**src/rtl/uart_fifo_bridge.sv**
```systemverilog
// uart_fifo_bridge: TX/RX byte FIFOs between the host bus and a uart core, with a TX handshake FSM
module uart_fifo_bridge #(
  parameter int DEPTH_LOG2 = 4
) (
  input  logic                  clk,
  input  logic                  rst_n,
  input  logic                  enable,
  input  logic                  wr_en,
  input  logic [7:0]            wr_data,
  output logic                  tx_full,
  output logic [DEPTH_LOG2:0]   tx_count,
  output logic                  wr_err,
  input  logic                  rd_en,
  output logic [7:0]            rd_data,
  output logic                  rx_empty,
  output logic [DEPTH_LOG2:0]   rx_count,
  output logic                  rx_overrun,
  input  logic                  clr_overrun,
  output logic                  uart_en,
  output logic                  uart_we,
  output logic [7:0]            uart_data_in,
  input  logic                  uart_tx_busy,
  input  logic                  uart_rx_done,
  input  logic [7:0]            uart_data_out
);
  localparam int DEPTH = 1 << DEPTH_LOG2;
  typedef logic [DEPTH_LOG2-1:0] ptr_t;
  typedef logic [DEPTH_LOG2:0] cnt_t;
  typedef enum logic [1:0] {T_IDLE, T_REQ, T_BUSY} state_t;
  state_t state, state_nx;
  logic [7:0] tx_mem [DEPTH];
  logic [7:0] rx_mem [DEPTH];
  ptr_t tx_wp, tx_rp, rx_wp, rx_rp;
  logic tx_push, tx_pop, rx_push, rx_pop, rx_full;
  assign uart_en  = enable;
  assign tx_full  = tx_count == cnt_t'(DEPTH);
  assign rx_full  = rx_count == cnt_t'(DEPTH);
  assign rx_empty = rx_count == '0;
  assign rd_data  = rx_mem[rx_rp];
  assign tx_push  = wr_en && !tx_full;
  assign tx_pop   = state == T_IDLE && enable && tx_count != '0;
  assign rx_push  = uart_rx_done && !rx_full;
  assign rx_pop   = rd_en && !rx_empty;
  always_comb begin
    state_nx = state;
    state_nx = tx_pop ? T_REQ :
               (state == T_REQ && uart_tx_busy) ? T_BUSY :
               (state == T_BUSY && !uart_tx_busy) ? T_IDLE : state;
  end
  always_ff @(posedge clk) begin
    if (tx_push) tx_mem[tx_wp] <= wr_data;
    if (rx_push) rx_mem[rx_wp] <= uart_data_out;
  end
  always_ff @(posedge clk or negedge rst_n) begin
    if (!rst_n) begin
      state        <= T_IDLE;
      tx_wp        <= '0;
      tx_rp        <= '0;
      tx_count     <= '0;
      rx_wp        <= '0;
      rx_rp        <= '0;
      rx_count     <= '0;
      wr_err       <= 1'b0;
      rx_overrun   <= 1'b0;
      uart_we      <= 1'b0;
      uart_data_in <= '0;
    end else begin
      state      <= state_nx;
      wr_err     <= wr_en && tx_full;
      rx_overrun <= (uart_rx_done && rx_full) || (rx_overrun && !clr_overrun);
      tx_wp      <= tx_wp + ptr_t'(tx_push);
      tx_rp      <= tx_rp + ptr_t'(tx_pop);
      tx_count   <= tx_count + cnt_t'(tx_push) - cnt_t'(tx_pop);
      rx_wp      <= rx_wp + ptr_t'(rx_push);
      rx_rp      <= rx_rp + ptr_t'(rx_pop);
      rx_count   <= rx_count + cnt_t'(rx_push) - cnt_t'(rx_pop);
      if (tx_pop) begin
        uart_we      <= 1'b1;
        uart_data_in <= tx_mem[tx_rp];
      end else if (state == T_REQ && uart_tx_busy) uart_we <= 1'b0;
    end
  end
endmodule

```
**config.mk**
```make
export PLATFORM = sky130hd
export DESIGN_NAME = uart_fifo_bridge
export DESIGN_NICKNAME = d
export VERILOG_FILES = /design/src/rtl/uart_fifo_bridge.sv
export SDC_FILE = /design/constraint.sdc
export NUM_CORES = 1
export LEC_CHECK = 0
export ABC_AREA = 1
export BUFFER_PORTS_ARGS = -buffer_cell sky130_fd_sc_hd__buf_2
export CAP_MARGIN = 20
export CORE_UTILIZATION = 66
export DETAILED_ROUTE_END_ITERATION = 12
export PLACE_DENSITY = 0.86
export SYNTH_ARGS = -nofsm -noshare
export SYNTH_HDL_FRONTEND = slang
export SYNTH_SLANG_ARGS = --single-unit
export TNS_END_PERCENT = 50
```
**constraint.sdc**
```tcl
create_clock -name clk -period 4.5 [get_ports clk]
set_input_delay 0.675 -clock clk [delete_from_list [all_inputs] [get_ports clk]]
set_output_delay 0.675 -clock clk [all_outputs]
set_load 0.005 [all_outputs]
```
Yosys cells after proc, flatten, opt, wreduce, memory -nomap -nowiden
Memory sizes are Yosys's and may differ from the RTL's. A register that Yosys moved wholly into a read port is not among the register bits. Cells that the tools add are included.

Add/sub/neg operators: 8. Equal/unequal tests: 4. Muxes and demuxes: 9. Reduce and logical (&&, ||, !) cells: 22.

Operator list (count): adder 4 x 1 -> 4 bit (4); adder 5 x 1 -> 5 bit (2); equality test 5 bit (second input constant) (2); logical AND 1 bit (10); subtractor 5 x 1 -> 5 bit (2); logical NOT 1 bit (6); two-way mux 1 bit (6); two-way mux 2 bit (3); logical NOT 5 bit (1); nonzero test 5 bit (1); nonzero test 3 bit (1); equality test 2 x 1 -> 1 bit (second input constant) (1); equality test 2 bit (second input constant) (1); logical NOT 2 bit (1); nonzero test 2 bit (1); logical OR 1 bit (1).

Register bits after elaboration: 31. Memory bits (writable): 256. Output and inout port bits: 32. Word-level logic and storage cells: 55. Memories: 2.

Memories: rx_mem (words 16, width 8, rd ports 1, clocked after Yosys merged registers in 0, write ports 1, RTL line 32) `logic [7:0] rx_mem [DEPTH];`; tx_mem (words 16, width 8, rd ports 1, clocked after Yosys merged registers in 1, write ports 1, RTL line 31) `logic [7:0] tx_mem [DEPTH];`.

Depth between registers and ports, before layout
Depth in word-level cells: 5. Gate-level depth with buffers: 13. Gate-level depth less buffers: 13.

Worst setup path after synthesis
OpenSTA, ideal clock, no wires.

Kind: register to register. Start: register tx_count[3]. End: register tx_count[4]. Arrival: 2.312 ns. Setup slack: 2.060 ns. Cell stages (with the launch flop): 14. Period minus slack after synthesis: 2.440 ns. Path through: dfrtp_1 inv_1 ha_1 nand4_1 nand4_1 clkinv_1 ha_1 inv_1 ha_1 inv_1 fa_1 o21ai_0 a21oi_1 xor2_1.

Longest elaborated chain between the ends: 5.

RTL lines: start: declaration (RTL line 11) `output logic [DEPTH_LOG2:0] tx_count,`; start signal: assignment (RTL line 73) `tx_count <= tx_count + cnt_t'(tx_push) - cnt_t'(tx_pop);`; equality test 5 bit (RTL line 36) `assign tx_full = tx_count == cnt_t'(DEPTH);`; logical NOT 1 bit (RTL line 40) `assign tx_push = wr_en && !tx_full;`; logical AND 1 bit (RTL line 40); adder 5 x 1 -> 5 bit (RTL line 73); subtractor 5 x 1 -> 5 bit * (RTL line 73).

Mark *: on every way between the ends. The rest lies on a longest branch, timed or not. A chain may end at the register's enable or synchronous reset.

Final worst setup path
Start: register tx_count[2]. End: register tx_count[4].

The elaborated chain is that of the path after synthesis.

==> impl_metrics.ini <==
[status]
status = finished clean

[power]
seq_power_share = 0.416
power.switching_mw = 3.311
swShare = 0.3693
internal_power_mw = 5.656
pwr_density_cell_mw_per_mm2 = 646.2
finalPower_mw = 8.968
p_leak_nw = 5.887
power_frac_comb = 0.335
vdd_ir_drop_max_mv = 0.4567
p_clk_frac = 0.249

[clock_tree]
postCtsHoldBufs = 0
cts_buffers = 28
clk_pin_slew_ns = 0.06
cts_max_path_buffers = 3
cts_root_buffer = clkbuf_16
cts_resized = 0
clock_sinks = 295
clk_latency_ns = 0.54
htree_levels = 1
cts_tree = built
post_cts_buffers = 0

[global_routing]
grt_start_max_net_pins = 130
grtUsageTotal = 0.2900
grt_pass1_wl_um = 43370
grt-ovfl-total = 0
antenna_found_initial = 0
grt_pass1_vias = 8386

[final_layout]
final_cell_mix = edfxtp_1 (256), nand2_1 (250), inv_1 (201)
final_cells = 1438
fill_cells = 1143
utilization = 0.7394
diodes = 0
drive_gt1_frac = 0.08472
fin_nets = 1228
area_growth_pct = 9.433
layout_commonest_cell = edfxtp_1

[yosys]
synthCells = 1144
yosysTopAreaCell = edfxtp_1
ys_warn_count = 0
netlist_area_mm2 = 0.01268
syn_area_per_cell_um2 = 11.08
ys_seq_area_frac = 0.6832
ys_top_cells_by_area = edfxtp_1 (61%), dfrtp_1 (7.7%), nand2_1 (7.4%), nand3_1 (6.0%), inv_1 (5.9%)
synth_cell_types = 21
ys_ff_latch = 295
yosysTopAreaCellShare = 0.6062
synth_nets = 1190

[placed_design]
portBuffers = 55
placed_cells = 1384
place.gp.congestion = 0.8294
hpwlAfterDp_um = 16130

[worst_setup_path]
cp.required_ns = 4.91
r2r_start = tx_count[2]$_DFF_PN0_
arrival_ns = 3.59
crit_buf_inv = 4
critPathLaunchType = register
reg2reg_to = tx_count[4]$_DFF_PN0_
cp_max_fo = 11
critPathKind = reg -> reg
r2r_setup_slack_ns = 1.33
worst_path_largest_cell_delay_ns = 0.40
cp-end-kind = register
cp_top_family = adder cells
crit_slowest_cell = fa_1
path_cells = inv_1, ha_1, nand4_1, nand4_1, clkinv_1, ha_1, inv_1, ha_1, inv_1, fa_1, o21ai_0, a21oi_1, xor2_1
ff2ff_path_depth = 13

[sta]
hold_viol = 0
finalSetupViolCount = 0
max_freq_ghz = 0.3150
skew_ns = 0.01368
tns_ns = 0
final_max_slew_viol_count = 0
rsz0062_at_grt = no
slew_headroom = 0.2548
min_period_over_period = 0.7054
fin_crit_ns = 3.174
worst_slew_pin_slew_ns = 1.116

[die]
dieHeight_um = 140.6
num_io_pins = 56
die-area_mm2 = 0.01977
row_count = 50
initial_core_util = 0.6757
die_w_um = 140.6
core-area_mm2 = 0.01877

[drt]
drc = 0
totalWireLength_um = 27920
wire_per_inst_um = 19.42
drt-pass1-iter-count = 6
initialDrtViolationCount = 978
vias_per_cell = 5.860
antenna_left = 0
vias = 8426

[flow_run]
max_cap_viol_count = 0

[min_path]
hold_path.class = in -> async
power by group through the flow:
stage | Clock (mW) | Sequential (mW) | Combinational (mW)
floorplan | 0 | 3.62 | 2.17
CTS | 2.24 | 3.91 | 2.71
detailed placement | 0 | 3.95 | 2.63
global placement | 0 | 3.93 | 2.48
finish | 2.23 | 3.73 | 3.00
global route | 2.35 | 3.76 | 3.30
synthesized netlist by cell type, drive strengths merged:
cell	count
buf	47
nand3	153
xnor2	2
fa	2
clkbuf	4
clkinv	3
o211ai	32
nand2	250
edfxtp	256
o22ai	1
inv	203
nor2	39
o21ai	39
dfrtp	39
nand4	4
a21oi	36
ha	20
xor2	14
per-layer routing:
metal	up-vias	global-route usage	share of wire
li1	3870	-	-
met1	4006	0.3473	0.37
met2	447	0.5140	0.52
met3	103	0.03770	0.066
met4	0	0.1573	0.048
met5	-	0	0
cells by family (layout without fill, tap and decap cells):
kind of cell | after synthesis | count (layout) | share of synthesized area
compound gates | 108 | 108 | 0.04904
xor+xnor | 16 | 16 | 0.01105
fa+ha+maj | 22 | 22 | 0.02289
buf+inv | 257 | 317 | 0.08594
flops | 295 | 295 | 0.6832
simple gates | 446 | 446 | 0.1479
sequential cells by signal, summed over array words and instances, names as in the netlist:
signal / cells
rx_mem: 128
tx_mem: 128
uart_data_in: 8
rx_count: 5
tx_count: 5
rx_rp: 4
rx_wp: 4
tx_rp: 4
tx_wp: 4
state: 2
rx_overrun: 1
uart_we: 1
wr_err: 1
worst max-delay path by stage:
stage,from,end,slack (ns),depth (start not counted)
final,tx_count[2]$_DFF_PN0_,tx_count[4]$_DFF_PN0_,1.33,13
after CTS,rx_rp[0]$_DFF_PN0_,rd_data[5],1.24,6
after detailed placement,enable,tx_count[4]$_DFF_PN0_,1.46,11
after floorplan,tx_count[3]$_DFF_PN0_,tx_count[4]$_DFF_PN0_,2.06,13
after global placement,enable,tx_count[4]$_DFF_PN0_,1.58,11
after global routing,tx_count[3]$_DFF_PN0_,tx_count[4]$_DFF_PN0_,1.05,13
layout make-up:
class	instances	area (um^2)	area share
clock buffer	48	857.1	0.06176
clock inverter	4	18.77	0.001352
inverter	206	773.2	0.05572
multi-input combinational	592	2928	0.2110
sequential	295	8670	0.6247
tap	234	292.8	0.02110
timing repair buffer	59	337.8	0.02434
per-stage QoR:
step,worst slack (ns),cell area [um^2],hold WS [ns]
3_5_place_dp,1.458,12950,0.4602
3_3_place_gp,1.578,12950,0.4666
5_1_grt,1.054,13880,0.3239
6_report,1.326,13880,0.2703
4_1_cts,1.240,13830,0.2966
2_1_floorplan,2.060,12680,0.3794
No activity file was read; power rests on OpenSTA's default activity.
